File: config.mk
export PLATFORM = sky130hd
export DESIGN_NAME = sseg_serial_driver
export DESIGN_NICKNAME = d
export VERILOG_FILES = /design/src/rtl/sseg_serial_driver.sv
export SDC_FILE = /design/constraint.sdc
export NUM_CORES = 1
export LEC_CHECK = 0
export BUFFER_PORTS_ARGS = -buffer_cell sky130_fd_sc_hd__buf_4
export CORE_UTILIZATION = 42
export DETAILED_ROUTE_END_ITERATION = 10
export SLEW_MARGIN = 5
export SYNTH_ARGS = -nofsm -noshare
export SYNTH_HDL_FRONTEND = slang
export SYNTH_SLANG_ARGS = --single-unit
File: constraint.sdc
create_clock -name i_clk -period 18.05 [get_ports i_clk]
set_input_delay 2.7075 -clock i_clk [delete_from_list [all_inputs] [get_ports i_clk]]
set_output_delay 2.7075 -clock i_clk [all_outputs]
set_load 0.02 [all_outputs]
File: src/rtl/sseg_serial_driver.sv
// Serial driver for a chain of 74HC595 seven-segment shift registers.
// Shifts a WIDTH-bit frame MSB-first on a divided serial clock, then pulses the latch enable.
module sseg_serial_driver #(
  parameter int WIDTH = 64,
  parameter int DIV   = 4
) (
  input  logic             i_clk,
  input  logic             i_rst,
  input  logic             i_start,
  input  logic [WIDTH-1:0] i_par_data,
  output logic             o_s_clk,
  output logic             o_s_data,
  output logic             o_s_pen,
  output logic             o_s_clrn,
  output logic             o_busy,
  output logic             o_done
);

  localparam int PH_W  = $clog2(2*WIDTH+2);
  localparam int DIV_W = (DIV > 1) ? $clog2(DIV) : 1;

  localparam logic [DIV_W-1:0] DIV_LAST   = DIV_W'(DIV-1);
  localparam logic [PH_W-1:0]  PH_SH_LAST = PH_W'(2*WIDTH-1);
  localparam logic [PH_W-1:0]  PH_LA_LAST = PH_W'(2*WIDTH+1);

  typedef enum logic [1:0] {S_IDLE, S_SHIFT, S_LATCH} state_t;

  state_t           r_state, w_state_nxt;
  logic [DIV_W-1:0] r_div,   w_div_nxt;
  logic [PH_W-1:0]  r_phase, w_phase_nxt;
  logic [WIDTH-1:0] r_shreg, w_shreg_nxt;
  logic             w_wrap;
  logic             w_s_clk_nxt, w_s_data_nxt, w_s_pen_nxt, w_busy_nxt, w_done_nxt;

  assign w_wrap = (r_div == DIV_LAST);

  // NOTE: sequential state uses non-blocking (<=) so every register samples pre-edge values.
  always_ff @(posedge i_clk) begin
    if (i_rst) begin
      r_state <= S_IDLE;
      r_div   <= '0;
      r_phase <= '0;
    end else begin
      r_state <= w_state_nxt;
      r_div   <= w_div_nxt;
      r_phase <= w_phase_nxt;
    end
  end

  // NOTE: the shift register is pure datapath, reloaded on every accept, so it carries no reset.
  always_ff @(posedge i_clk) begin
    r_shreg <= w_shreg_nxt;
  end

  // NOTE: every comb output gets a default first, so no path can infer a latch.
  always_comb begin
    w_state_nxt = r_state;
    w_div_nxt   = r_div;
    w_phase_nxt = r_phase;
    w_shreg_nxt = r_shreg;
    case (r_state)
      S_IDLE: begin
        w_div_nxt   = '0;
        w_phase_nxt = '0;
        if (i_start) begin
          w_state_nxt = S_SHIFT;
          w_shreg_nxt = i_par_data;
        end
      end
      S_SHIFT, S_LATCH: begin
        w_div_nxt = w_wrap ? '0 : r_div + DIV_W'(1);
        if (w_wrap) begin
          w_phase_nxt = r_phase + PH_W'(1);
          // The next bit is presented once the high half of the current bit ends.
          if (r_state == S_SHIFT && r_phase[0])
            w_shreg_nxt = r_shreg << 1;
          if (r_state == S_SHIFT && r_phase == PH_SH_LAST)
            w_state_nxt = S_LATCH;
          if (r_state == S_LATCH && r_phase == PH_LA_LAST)
            w_state_nxt = S_IDLE;
        end
      end
      default: w_state_nxt = S_IDLE;
    endcase
  end

  // Outputs are decoded from next-state values and then registered.
  always_comb begin
    w_s_clk_nxt  = 1'b0;
    w_s_data_nxt = 1'b0;
    w_s_pen_nxt  = 1'b0;
    w_busy_nxt   = 1'b0;
    w_done_nxt   = (r_state == S_LATCH) && w_wrap && (r_phase == PH_LA_LAST);
    case (w_state_nxt)
      S_SHIFT: begin
        w_busy_nxt   = 1'b1;
        w_s_clk_nxt  = w_phase_nxt[0];
        w_s_data_nxt = w_shreg_nxt[WIDTH-1];
      end
      S_LATCH: begin
        w_busy_nxt  = 1'b1;
        w_s_pen_nxt = 1'b1;
      end
      default: ;
    endcase
  end

  always_ff @(posedge i_clk) begin
    if (i_rst) begin
      o_s_clk  <= 1'b0;
      o_s_data <= 1'b0;
      o_s_pen  <= 1'b0;
      o_s_clrn <= 1'b0;
      o_busy   <= 1'b0;
      o_done   <= 1'b0;
    end else begin
      o_s_clk  <= w_s_clk_nxt;
      o_s_data <= w_s_data_nxt;
      o_s_pen  <= w_s_pen_nxt;
      o_s_clrn <= 1'b1;
      o_busy   <= w_busy_nxt;
      o_done   <= w_done_nxt;
    end
  end

endmodule
# Word-level counts from Yosys, hierarchy flattened
# Cells that the tools add are included.
# W data, S select, Z words.
# totals
reg_bits	82
out_inout_bits	6
word_cells	53
# classes
addsub	2
n_eq_ne	10
n_mux	16
bitwise_logic	1
reduce_logical	12
# op_table
cell	n
$mux W64	3
$pmux W64 S2	1
$pmux W8 S2	1
$mux W2	5
$add A8 B1 Y8 const B	1
$eq A8 B7 Y1 const B	1
$eq A8 B8 Y1 const B	1
$mux W8	1
$pmux W2 S2	2
$eq A2 B2 Y1 const B	3
$ne A2 B2 Y1 const B	3
$reduce_or A2 Y1	3
$logic_and A1 B1 Y1	5
$eq A2 B1 Y1 const B	2
$reduce_and A4 Y1	1
$mux W1	3
$add A2 B1 Y2 const B	1
$logic_not A2 Y1	1
$reduce_and A2 Y1	1
$reduce_bool A2 Y1	1
$not A1 Y1	1

# Longest topological paths before layout
# Gate-level depths: netlist of the first run.
# logic_depth
depth_word	9
ltp_mapped	9

# Worst setup path before layout of the first run
# Ideal clock, no wire load.
# synth_path
kind	input port to flip-flop
start	input port i_start
end	register r_shreg[0], enable pin
setup_time_ns	0.562
t_arrival_ns	7.074
setup_slack_ns	10.414
cell_stages	2
path_buffers	0
cell_sequence	nor2b_1 -> nor3_1
# synth_via
elab_chain_cells	2
# synth_lines
element	line_no	text
from (decl)	9	input logic i_start,
$ne A2 B2 Y1 (no line)	n/a	
$reduce_and A4 Y1 (no line)	n/a	
to (signal assigned)	52	r_shreg <= w_shreg_nxt;
to (decl)	31	logic [WIDTH-1:0] r_shreg, w_shreg_nxt;
# No other way between the ends.
# A chain may end at the register's enable or synchronous reset.

# Worst setup path after layout of the first run
# layout_path
start	input port i_start
end	register r_shreg[19], enable pin
# The elaborated chain is that of the path after synthesis.

==> summary.txt, run 1 <==
LOGIC SYNTHESIS
-----------------------------------------------------------------------------------
Share of synthesized area occupied by flip-flops and latches                  0.640
EDFF count, synth                                                                63
Share of the synthesized area in compound gates (AO/OA/AOI/OAI)               0.202
Post-synthesis cell type count                                                   42
Post-synthesis area per instance                                           13.7 um2
Net count after synthesis                                                       336
Post-synthesis cell count                                                       260
FFs w/ async S/R, synth                                                           0
Cell accounting for the most synthesized area                          sky130_fd_sc_hd__edfxtp_1
Library cell with the highest instance count after synthesis           sky130_fd_sc_hd__edfxtp_1
Ys flop type                                                           sky130_fd_sc_hd__edfxtp_1
Largest family of logic cells by synthesized area                      compound AO/OA/AOI/OAI gates
Adder-cell area share of the yosys netlist                                   0.0317
Post-synth design cell area                                                3550 um2
Cells taking the most area after synthesis                             sky130_fd_sc_hd__edfxtp_1, sky130_fd_sc_hd__a22o_1, sky130_fd_sc_hd__dfxtp_1
Share of the synthesized netlist area taken by xor and xnor gates                 0
Register bit count reported by yosys                                             82
Share of synthesized cell area in and, or, nand and nor gates                0.0821
Share of the synthesized area in the top cell type                            0.533
Ranking of synthesized cells by instance count                         sky130_fd_sc_hd__edfxtp_1, sky130_fd_sc_hd__a22o_1, sky130_fd_sc_hd__dfxtp_1, sky130_fd_sc_hd__nor2_1, sky130_fd_sc_hd__clkbuf_1
Yosys Warn Count                                                                  0
Mux cell area share after synthesis                                         0.00599

ROUTING
-----------------------------------------------------------------------------------
DRC violations left                                                               0
Post-detailed-route wirelength per cell                                     16.5 um
First-pass iteration count of the detailed router                                 7
Total vias in the final route                                                  2394
Post-route antenna net violation count                                            0
DR iter-0 viols                                                                 111
Sum of routed wire length over all layers                                   7150 um
Vias per std cell                                                              5.53

CTS
-----------------------------------------------------------------------------------
Post CTS Setup Buffer Count                                                       0
TritonCTS clock tree                                                          built
CTS clock-pin slew for the worst setup and hold paths                       0.08 ns
Number of buffers created by CTS                                                  9
Worst-case clock buffer depth                                                     2
Post-cts repair resize count                                                      0
Master cell of the clock root buffer                                   sky130_fd_sc_hd__clkbuf_8
Latest clock arrival within the worst-skew pair                             0.34 ns
Depth of the CTS H-tree                                                           3
Hold-fix buffers, CTS                                                             0
Clock Sink Count                                                                 82

TIMING
-----------------------------------------------------------------------------------
Final sum of negative setup slack                                              0 ns
Worst Hold Slack                                                           0.470 ns
RSZ-0062 raised after global routing                                             no
Final Critical Period                                                       3.75 ns
PnR worst setup slack                                                      14.30 ns
Final count of hold timing violations                                             0
Worst-Margin Slew                                                          0.792 ns
Final worst clock skew                                                   0.00895 ns
Crit share post-route                                                         0.208
Final setup vio count                                                             0
Fmax                                                                      0.266 GHz
Relative slew slack                                                           0.472
Total count of max-transition violations in the final report                      0

WORST SETUP PATH
-----------------------------------------------------------------------------------
Max incr delay on CP                                                        0.63 ns
Element type at the critical path end                                      register
Type of the setup path with the least slack                            input port to register
Slowest stage cell, crit path                                          sky130_fd_sc_hd__buf_4
Worst endpoint required time                                               18.02 ns
Element type at the critical path start                                  input port
Cells along the critical path                                          buf_4 -> nor2b_1 -> nor3_2 -> buf_4
Biggest fanout along the worst timing path                                       63
Library cell appearing most often on the critical path                 sky130_fd_sc_hd__buf_4
Arrival time of data at the critical path endpoint                          3.72 ns

GLOBAL ROUTE
-----------------------------------------------------------------------------------
Aggregate global-route resource usage                                         0.168
Maximum number of pins on one net before global-route repair                     65
Global-route wire length before repair                                     11100 um
Total global routing overflow                                                     0
Vias in the first global route                                                 2235
Initial antenna violation count                                                   0

POWER
-----------------------------------------------------------------------------------
Logic pwr share                                                               0.105
Power spent charging and discharging nets                                   93.4 uW
Static leakage                                                           0.00172 uW
Relative contribution of sequential cells to total power                      0.538
Cell internal pwr                                                            341 uW
Clock power frac                                                              0.357
Switching portion of total power                                              0.215
Highest ir drop seen on vdd                                             0.0000740 V
Power per standard cell area                                            99.4 nW/um2

PLACEMENT
-----------------------------------------------------------------------------------
Cell count after placement                                                      417
Port buffer count                                                                72
Final Wtd Congestion                                                          0.802
HPWL after DPL                                                              4380 um
Pre-CTS worst setup slack                                                  13.94 ns

FLOORPLANNING
-----------------------------------------------------------------------------------
Width of the die                                                            94.0 um
Initial Util                                                                  0.432
DIE HEIGHT                                                                  94.0 um
Area of the die                                                            8830 um2
Number of placed I/O pins                                                        73
Row cnt                                                                          33
Standard cell core area                                                    8220 um2

CELLS AND AREA
-----------------------------------------------------------------------------------
Net count, final                                                                399
Diode insertion count for antenna repair                                          0
Count of placed standard cells in the final layout, fillers left out            433
P&R area growth vs syn                                                        22.9%
Share of cells above drive strength 1                                         0.280

FLOW RUN
-----------------------------------------------------------------------------------
Max-capacitance violation count                                                   0

MIN PATH
-----------------------------------------------------------------------------------
Hold WC Path Type                                                      register to register

OUTCOME
-----------------------------------------------------------------------------------
Result of the run                                                         completed

==> power by group through the flow <==
stage	Clock [uW]	Sequential (uW)	Combinational, uW
2_1_floorplan	0	239	25.5
3_3_place_gp	0	237	45.5
3_5_place_dp	0	237	45.7
4_1_cts	160	233	46.1
5_1_grt	167	235	49.9
6_report	155	233	45.5
==> layout by cell type, fill, tap and decap left out, types with 4 or more instances in the layout <==
master	netlist	routed
sky130_fd_sc_hd__a21oi_1	8	8
sky130_fd_sc_hd__clkbuf_8	0	9
sky130_fd_sc_hd__buf_4	0	74
sky130_fd_sc_hd__edfxtp_1	63	63
sky130_fd_sc_hd__dfxtp_1	19	19
sky130_fd_sc_hd__nand2_1	6	6
sky130_fd_sc_hd__ha_1	9	9
sky130_fd_sc_hd__a311oi_1	4	4
sky130_fd_sc_hd__inv_1	6	6
sky130_fd_sc_hd__a22o_1	62	62
sky130_fd_sc_hd__nor3_1	6	5
sky130_fd_sc_hd__nor2_1	15	15
==> worst paths after layout <==
path               startpoint     endpoint  slack, ns  cells after the start
hold / removal    r_shreg[63]  r_shreg[63]       0.47                      2
hold reg to reg   r_shreg[63]  r_shreg[63]       0.47                      2
setup reg to reg   r_state[0]     o_s_data      15.52                      6
setup / recovery      i_start  r_shreg[19]      14.30                      4
==> layout make-up <==
| cell class | instances | area (um2) |
|---|---|---|
| fill | 728 | 3850 |
| multi-input combinational | 150 | 1150 |
| clock inverter | 5 | 104 |
| timing repair buffer | 74 | 556 |
| clock buffer | 11 | 131 |
| tap | 105 | 131 |
| sequential | 82 | 2270 |
| inverter | 6 | 22.5 |
==> kinds of logic (layout without fill, tap and decap cells) <==
logic type	count (synthesis)	count (layout)
buf+inv	28	96
compound gates	86	86
mux	2	2
simple gates	53	53
fa+ha+maj	9	9
flops	82	82
==> sequential cells by signal, indices dropped and copies added (netlist names) <==
register / count
r_shreg: 64
r_phase: 8
r_div: 2
r_state: 2
o_busy: 1
o_done: 1
o_s_clk: 1
o_s_clrn: 1
o_s_data: 1
o_s_pen: 1
==> per-layer routing <==
layer	routed length, um	global-route usage
met5	0	0
met4	114	0.0769
met3	345	0.0307
met2	3050	0.231
met1	3650	0.255
==> metrics by stage <==
step,area [um2],util,power [uW]
2_1_floorplan,3550,-,264
3_3_place_gp,4130,0.503,282
3_5_place_dp,4130,0.503,283
4_1_cts,4370,0.531,439
5_1_grt,4370,0.531,452
6_report,4370,0.531,434
==> worst max-delay path, delay by kind of cell <==
kind / cells / cell delay [ns]
buf+inv: 2 / 0.72
simple gates: 2 / 0.24
No activity file was read; power rests on OpenSTA's default activity.
==> run 2, diff against run 1 <==
--- a/config.mk
+++ b/config.mk
@@ -8,6 +8,7 @@
 export BUFFER_PORTS_ARGS = -buffer_cell sky130_fd_sc_hd__buf_4
 export CORE_UTILIZATION = 42
 export DETAILED_ROUTE_END_ITERATION = 10
+export PLACE_DENSITY = 0.66
 export SLEW_MARGIN = 5
 export SYNTH_ARGS = -nofsm -noshare
 export SYNTH_HDL_FRONTEND = slang
==> constraint.sdc (replaced) <==
create_clock -name i_clk -period 3.27 [get_ports i_clk]
set_input_delay 0.4905 -clock i_clk [delete_from_list [all_inputs] [get_ports i_clk]]
set_output_delay 0.4905 -clock i_clk [all_outputs]
set_load 0.02 [all_outputs]
==> run 2 against run 1 <==
  * Register-to-register slack worse by 15 ns
  * Power rose to 5.6 times the previous value
  * Via count is 0.46% higher
  * Largest cell class unchanged
  * Non-clock buffer count increased by 3
  * Sequential power rose to 5.5 times the previous value
  * Clock skew is 0.0017 ns higher
  * Critical path depth up 2
==> summary.txt, run 2 (synthesis results as in run 1) <==
GLOBAL ROUTE
---------------------------------------------------------------------------
Total global routing overflow                                             0
Aggregate global-route resource usage                                 0.172
Global-route wire length before repair                             11400 um
Initial antenna violation count                                           0
Maximum number of pins on one net before global-route repair             64
Vias in the first global route                                         2257

TIMING
---------------------------------------------------------------------------
Relative slew slack                                                   0.546
Final sum of negative setup slack                                      0 ns
PnR worst setup slack                                              0.890 ns
Fmax                                                              0.420 GHz
Worst-Margin Slew                                                  0.681 ns
Crit share post-route                                                 0.728
RSZ-0062 raised after global routing                                     no
Total count of max-transition violations in the final report              0
Final setup vio count                                                     0
Final Critical Period                                               2.38 ns
Final count of hold timing violations                                     0
Final worst clock skew                                            0.0107 ns

WORST SETUP PATH
---------------------------------------------------------------------------
Arrival time of data at the critical path endpoint                  2.58 ns
Critical path origin                                             r_state[0]
Type of the setup path with the least slack                    register to register
Biggest fanout along the worst timing path                               34
Element type at the critical path start                            register
R2r startpoint                                                   r_state[0]
Worst endpoint required time                                        3.47 ns
Element type at the critical path end                              register

CTS
---------------------------------------------------------------------------
Hold-fix buffers, CTS                                                     0
Post CTS Setup Buffer Count                                               0
Clock Sink Count                                                         82
Depth of the CTS H-tree                                                   3
CTS clock-pin slew for the worst setup and hold paths               0.08 ns
Number of buffers created by CTS                                          9
Latest clock arrival within the worst-skew pair                     0.34 ns
TritonCTS clock tree                                                  built
Master cell of the clock root buffer                           sky130_fd_sc_hd__clkbuf_8
Post-cts repair resize count                                              0
Worst-case clock buffer depth                                             2

ROUTING
---------------------------------------------------------------------------
First-pass iteration count of the detailed router                         4
DR iter-0 viols                                                         179
Post-route antenna net violation count                                    0
Sum of routed wire length over all layers                           7340 um
Post-detailed-route wirelength per cell                             16.8 um
Vias per std cell                                                      5.52
Total vias in the final route                                          2405
DRC violations left                                                       0

FLOORPLANNING
---------------------------------------------------------------------------
Number of placed I/O pins                                                73
Width of the die                                                    94.0 um
Initial Util                                                          0.432
Standard cell core area                                            8220 um2
Area of the die                                                    8830 um2
Row cnt                                                                  33
DIE HEIGHT                                                          94.0 um

POWER
---------------------------------------------------------------------------
Cell internal pwr                                                   1890 uW
Switching portion of total power                                      0.220
Relative contribution of sequential cells to total power              0.532
Static leakage                                                   0.00175 uW
Highest ir drop seen on vdd                                      0.000250 V
Power spent charging and discharging nets                            533 uW
Power Total                                                         2420 uW
Logic pwr share                                                       0.108
Clock power frac                                                      0.360
Power per standard cell area                                     549 nW/um2

CELLS AND AREA
---------------------------------------------------------------------------
Most common cell after layout, fill and taps aside             sky130_fd_sc_hd__buf_4
Share of the core filled with cells in the final layout               0.537
Max FFs per register                                                     64
Largest register by flop count                                      r_shreg
P&R area growth vs syn                                                24.2%
Diode insertion count for antenna repair                                  0
Net count, final                                                        402
Share of cells above drive strength 1                                 0.290
Top flop regs                                                  r_shreg x64, r_phase x8
Commonest cells after routing, fill and taps aside             sky130_fd_sc_hd__buf_4, sky130_fd_sc_hd__edfxtp_1, sky130_fd_sc_hd__a22o_1

FLOW RUN
---------------------------------------------------------------------------
Max-capacitance violation count                                           0

MIN PATH
---------------------------------------------------------------------------
Hold WC Path Type                                              input port to register
Beginning of the worst hold path                               i_par_data[63]

PLACEMENT
---------------------------------------------------------------------------
HPWL after DPL                                                      4660 um
Port buffer count                                                        72
Pre-CTS worst setup slack                                          0.923 ns
Final Wtd Congestion                                                  0.877

OUTCOME
---------------------------------------------------------------------------
Result of the run                                                 completed

-- run 2: changes by cell type in the layout (fill, tap and decap cells not counted) --
cell	change
sky130_fd_sc_hd__nor3_2	-1
sky130_fd_sc_hd__clkbuf_1	-1
sky130_fd_sc_hd__buf_12	+1
sky130_fd_sc_hd__inv_6	+1
sky130_fd_sc_hd__buf_4	+2
sky130_fd_sc_hd__nor3_4	+1
-- run 2: critical path, cell delays in order (launching register included) --
cell,delay [ns]
sky130_fd_sc_hd__dfxtp_1,0.40
sky130_fd_sc_hd__inv_1,0.08
sky130_fd_sc_hd__ha_1,0.46
sky130_fd_sc_hd__and3b_1,0.35
sky130_fd_sc_hd__and3_4,0.48
sky130_fd_sc_hd__buf_4,0.30
sky130_fd_sc_hd__a22o_1,0.18
-- run 2: final timing paths --
path,end,slack (ns),cells past startpoint
worst max-delay path,r_shreg[39],0.89,6
worst min-delay path,r_shreg[63],0.41,3
worst max register to register,r_shreg[39],0.89,6
worst min register to register,r_shreg[63],0.47,2
-- run 2: area by class of cell --
cell class | instances | area (um2)
fillers | 722 | 3800
flip-flops and latches | 82 | 2270
multi-input cells | 150 | 1150
repair buffers | 77 | 591
well taps | 105 | 131
clock buffers | 10 | 128
clock inverters | 6 | 113
inverters | 6 | 22.5
-- run 2: power by group through the flow --
stage | Sequential (uW) | Clock (uW) | Combinational (uW)
after floorplan | 1310 | 0 | 145
after global placement | 1310 | 0 | 258
after detailed placement | 1310 | 0 | 260
after CTS | 1290 | 894 | 263
after global routing | 1300 | 942 | 283
final | 1290 | 872 | 261
-- run 2: routing by layer --
metal / share of wire / track usage
met3: 0.046 / 0.0332
met2: 0.44 / 0.249
met1: 0.49 / 0.252
met5: 0 / 0
met4: 0.017 / 0.0679
-- run 2: per-stage QoR --
stage	std cells	instance area [um2]	hold WS, ns
2_1_floorplan	260	3560	0.431
3_3_place_gp	420	4170	0.445
3_5_place_dp	420	4170	0.451
4_1_cts	436	4410	0.402
5_1_grt	436	4410	0.408
6_report	436	4410	0.407
